**src/rtl/image_downsample.sv**
```systemverilog
// image_downsample: grabs one camera frame on request, averages every 16x16
// block of a square capture window (GRID blocks per side; 28 -> 448x448,
// 784 results) and streams the 8-bit block values to image_mem in row-major
// order.
module image_downsample #(
  parameter int FRAME_W = 640,
  parameter int X_START = 96,
  parameter int Y_START = 16,
  parameter bit INVERT  = 1'b1,
  parameter int GRID    = 28
) (
  input  logic        clk,
  input  logic        rst_n,
  input  logic        capture,
  input  logic        sof,
  input  logic        pix_vld,
  input  logic [11:0] pix_gray,
  output logic        mem_we,
  output logic [9:0]  mem_waddr,
  output logic [7:0]  mem_wdata,
  output logic        busy,
  output logic        done
);

  localparam int         WIN       = GRID * 16;
  localparam int         BW        = (GRID > 1) ? $clog2(GRID) : 1;
  localparam logic [9:0] LAST_ADDR = 10'(GRID * GRID - 1);

  typedef enum logic [1:0] {IDLE, ARMED, CAPTURE} state_t;

  state_t        state;
  state_t        state_nxt;
  logic [11:0]   x;
  logic [11:0]   y;
  logic [11:0]   rx;
  logic [11:0]   ry;
  logic [BW-1:0] bx;
  logic [15:0]   acc [GRID];
  logic [15:0]   sum;
  logic [7:0]    avg;
  logic [9:0]    addr_nxt;     // address the next completed block goes to
  logic          in_win;
  logic          take;         // pixel accepted by the capture datapath
  logic          blk_done;     // this pixel closes a 16x16 block
  logic          unused_bits;

  // Window-relative coordinates and block bookkeeping for the current pixel.
  assign rx       = x - 12'(X_START);
  assign ry       = y - 12'(Y_START);
  assign bx       = rx[4 +: BW];
  assign in_win   = (x >= 12'(X_START)) && (x < 12'(X_START + WIN)) &&
                    (y >= 12'(Y_START)) && (y < 12'(Y_START + WIN));
  // Nothing is accepted once the final write has gone out (done cycle).
  assign take     = (state == CAPTURE) && pix_vld && !sof && !done;
  assign blk_done = take && in_win && (rx[3:0] == 4'hF) && (ry[3:0] == 4'hF);
  assign sum      = acc[bx] + {8'd0, pix_gray[11:4]};
  assign avg      = sum[15:8];
  assign busy     = (state != IDLE);

  // Low pixel bits and high coordinate bits carry no information here.
  assign unused_bits = ^{pix_gray[3:0], rx[11:4+BW], ry[11:4]};

  // State register.
  // NOTE: sequential state uses non-blocking (<=) so every flop samples
  // pre-edge values regardless of block ordering.
  always_ff @(posedge clk or negedge rst_n) begin
    if (!rst_n) state <= IDLE;
    else        state <= state_nxt;
  end

  // Next-state logic: arm on capture, start on sof, finish after last write.
  always_comb begin
    // NOTE: default assigned first so no path leaves state_nxt unassigned,
    // which would otherwise infer a latch.
    state_nxt = state;
    case (state)
      IDLE:    if (capture) state_nxt = ARMED;
      ARMED:   if (sof)     state_nxt = CAPTURE;
      CAPTURE: if (done)    state_nxt = IDLE;
      default:              state_nxt = IDLE;
    endcase
  end

  // Raster position: x counts valid pixels, y counts wrapped lines.
  always_ff @(posedge clk or negedge rst_n) begin
    if (!rst_n) begin
      x <= '0;
      y <= '0;
    end else if (sof) begin
      x <= '0;
      y <= '0;
    end else if (state == CAPTURE && pix_vld) begin
      if (x == 12'(FRAME_W - 1)) begin
        x <= '0;
        y <= y + 12'd1;
      end else begin
        x <= x + 12'd1;
      end
    end
  end

  // Per-column-block accumulators; a block's sum is dropped once written.
  always_ff @(posedge clk or negedge rst_n) begin
    if (!rst_n) begin
      // NOTE: the accumulator array is reset explicitly because a reset
      // mid-frame must not leak partial sums into the next capture.
      for (int i = 0; i < GRID; i++) acc[i] <= '0;
    end else if (sof) begin
      for (int i = 0; i < GRID; i++) acc[i] <= '0;
    end else if (take && in_win) begin
      acc[bx] <= blk_done ? 16'd0 : sum;
    end
  end

  // Registered write port, address sequencing and completion pulse.
  always_ff @(posedge clk or negedge rst_n) begin
    if (!rst_n) begin
      mem_we    <= 1'b0;
      mem_waddr <= '0;
      mem_wdata <= '0;
      done      <= 1'b0;
      addr_nxt  <= '0;
    end else begin
      mem_we <= blk_done;
      done   <= blk_done && (addr_nxt == LAST_ADDR);
      if (sof && state != IDLE) begin
        mem_waddr <= '0;
        addr_nxt  <= '0;
      end else if (blk_done) begin
        mem_waddr <= addr_nxt;
        mem_wdata <= INVERT ? (8'd255 - avg) : avg;
        addr_nxt  <= addr_nxt + 10'd1;
      end
    end
  end

endmodule

```
**config.mk**
```make
export PLATFORM = sky130hd
export DESIGN_NAME = image_downsample
export DESIGN_NICKNAME = d
export VERILOG_FILES = /design/src/rtl/image_downsample.sv
export SDC_FILE = /design/constraint.sdc
export NUM_CORES = 1
export LEC_CHECK = 0
export ABC_AREA = 1
export CAP_MARGIN = 20
export CORE_MARGIN = 2
export CORE_UTILIZATION = 45
export CTS_CLUSTER_SIZE = 8
export DETAILED_ROUTE_END_ITERATION = 16
export GPL_TIMING_DRIVEN = 0
export PLACE_DENSITY = 0.59
export SETUP_SLACK_MARGIN = 0.5
export SLEW_MARGIN = 0
export SYNTH_ARGS = -nofsm -noshare
export SYNTH_HDL_FRONTEND = slang
export SYNTH_SLANG_ARGS = --single-unit
```
**constraint.sdc**
```tcl
create_clock -name clk -period 11 [get_ports clk]
set_input_delay 2.75 -clock clk [delete_from_list [all_inputs] [get_ports clk]]
set_output_delay 2.75 -clock clk [all_outputs]
set_load 0.02 [all_outputs]
```
==> reports/summary.txt <==
R2R cell count: 20
Ys flop type: dfrtp_1
Most frequent cells in the layout: 1013 x nand2_1, 504 x dfrtp_1, 244 x inv_1
Port Buffer Count: 32
Pwr dens: 149 nW/um^2
Hold WS: 478 ps
Layout cells sized above 1: 8.45%
Place WS: 4190 ps
Overall routed net length: 92100 um
Crit start category: flip-flop
Wire length per cell: 24.7 um
Post-place instance area: 25300 um^2
Setup ws final: 3910 ps
Crit path buffers/inverters: 6
Max incr delay on CP: 780 ps
Slew HR: 35.4%
DP HPWL: 66100 um
Initial DRT Pass Iterations: 8
Root Buffer: clkbuf_16
R2R Path End: acc[440]
Hold depth: 2
First-pass GRT wire length: 138000 um
Hold EP: acc[431]
FF-to-FF setup slack: 3910 ps
Critical path's most frequent cell: nand2_1
CP endpoint kind: flip-flop
Reg2reg start: x[4]
Synth area leaders: dfrtp_1 53%, nand2_1 16%, o22ai_1 4.9%
Max Transition Viols Final: 0
Core area: 52700 um^2
H-tree depth: 3
Synth Register Bits: 504
Initial DRC Count: 2907
Vias in the first global route: 21700
Setup CP Type: reg2reg
Final setup vio count: 0
Distinct cells, synth: 51
GP Congestion: 0.986
Most common cell after layout, fill and taps aside: nand2_1
Arrival time at the worst endpoint: 7600 ps
Top cell type's share of synthesized area: 52.5%
Io pins: 38
Unrepaired setup endpoints after global routing: false
CP max FO: 10
Antenna-violating nets left: 0
CTS Buf Count: 73
Clock skew: 26.9 ps
Remaining global-route overflow: 0
Hold WC Path Type: reg2reg
Clock Sinks: 504
Final period util: 64.4%
Final setup TNS: 0 ps
Initial antenna violation count: 2
Post-synthesis cell area: 24000 um^2
DR DRC count: 0
CTS Hold Bufs: 0
Worst Tran Pin Value: 969 ps
Reg clk slew, reported paths: 50 ps
Synth Area per Inst: 8.22 um^2
Worst path cell trace: buf_4, nand2_1, clkbuf_1, clkbuf_1, o22ai_1, a221oi_1, o22ai_1, nor2_1, o211ai_1, fa_1, nand2_1, inv_1, o21ai_0, nand2_1, a21oi_1, inv_1, xor2_1, nand2_1, clkbuf_1, o21ai_0
Sw Ratio: 23.9%
Top delay family on crit path: buffers and inverters
Logic gate share of total power: 4.2%
Sequential-to-total area share from yosys stat: 52.5%
Max VDD drop: 0.128 mV
DIE HEIGHT: 235 um
CTS max path bufs: 3
CTS tree: done
Worst skew pair latency: 620 ps
Core Util, Final: 51.8%
CP Data Required Time: 11510 ps
Design Area, Final: 27300 um^2
Max-cap violations: 0
Internal power: 3.10 mW
Slowest CP cell: clkbuf_1
Placement Rows: 84
Area delta synth->final: 13.6%
Largest net degree at the start of global routing: 123
Nets: 3065
Starting density of the core: 45.6%
Leak pwr: 13.0 nW
Post-synth EDFFs: 0
GRT Resource Usage Total: 33.1%
Horiz. Die Dim: 235 um
Yosys warns: 0
Async SR Flop Fraction: 100%
Die area: 55200 um^2
Post-CTS setup buffer count: 0
Resize count post-CTS: 0
Syn Nets: 2953
Vias/cell: 6.03
Psw: 0.976 mW
Hold Startpoint: acc[431]
Clk pwr share: 49.9%
Post-synth top area cell: dfrtp_1
Sequential share of power: 45.8%
Outcome: finished, final reports clean
Synth Instances: 2921
Tmin final: 7090 ps
FMAX: 141 MHz
Endpoints failing hold: 0
DR vias: 22500
[registers in the layout (all words and copies together) (netlist names)]
| signal | count |
|---|---|
| mem_waddr | 10 |
| y | 12 |
| acc | 448 |
| mem_wdata | 8 |
| x | 12 |
| addr_nxt | 10 |
| done | 1 |
| mem_we | 1 |
| state | 2 |
[layer usage]
layer | up-vias | global-route usage [%] | share of wire (%)
met5 | - | 0 | 0.014
met4 | 2 | 10.4 | 2.8
met3 | 187 | 9.40 | 11
met2 | 1211 | 47.7 | 43
met1 | 11200 | 48.3 | 43
li1 | 9918 | - | -
[per-stage QoR]
stage / power (mW) / instances
2_1_floorplan: 1.97 / 2921
3_3_place_gp: 2.07 / 3641
3_5_place_dp: 2.07 / 3646
4_1_cts: 4.09 / 3729
5_1_grt: 4.18 / 3729
6_report: 4.08 / 3730
[cell type report]
cell class / count / area, um^2
timing repair buffer: 37 / 443
tap: 688 / 861
multi-input combinational: 1960 / 9440
inverter: 271 / 1020
clock inverter: 6 / 78.8
buffer: 186 / 933
fill: 5044 / 25400
sequential: 504 / 12600
clock buffer: 77 / 1880
antenna: 1 / 2.50
[worst max path at each step]
stage | cells past startpoint | from | slack, ps | end
floorplan | 12 | pix_gray[4] | 6200 | acc[232]
CTS | 20 | x[4] | 4180 | acc[440]
finish | 20 | x[4] | 3910 | acc[440]
detailed placement | 20 | x[4] | 4190 | acc[440]
global route | 21 | x[5] | 3800 | acc[440]
global placement | 1 | rst_n | -15320 | acc[35]
[kinds of logic after synthesis]
kind of cell	synth area share, %
buf+inv	8.14
xor+xnor	0.255
compound gates	13.6
fa+ha+maj	0.813
simple gates	24.7
flops	52.5
[Yosys cell counts (24+ instances only)]
library cell / count
a221oi_1: 48
nand2_1: 1013
a21oi_1: 30
o21ai_1: 58
clkbuf_1: 71
inv_1: 244
dfrtp_1: 504
nand4_1: 127
nand3_1: 99
inv_2: 25
nor2_1: 81
o22ai_1: 189
nor3_1: 24
o21ai_0: 173
buf_2: 71
[power groups by stage]
stage	sequential (mW)	clock, mW	combinational, mW
after global placement	1.90	0	0.164
after CTS	1.87	2.05	0.172
after floorplan	1.90	0	0.0701
after global routing	1.87	2.12	0.189
after detailed placement	1.90	0	0.172
final	1.87	2.04	0.173
[worst register-to-register path, stage by stage (launching register included)]
cell	delay (ps)
dfrtp_1	410
buf_4	210
nand2_1	440
clkbuf_1	640
clkbuf_1	780
o22ai_1	200
a221oi_1	260
o22ai_1	170
nor2_1	300
o211ai_1	290
fa_1	480
nand2_1	70
inv_1	50
o21ai_0	240
nand2_1	140
a21oi_1	570
inv_1	170
xor2_1	440
nand2_1	440
clkbuf_1	440
o21ai_0	280
Note: power is estimated with default switching activity, not from simulation.
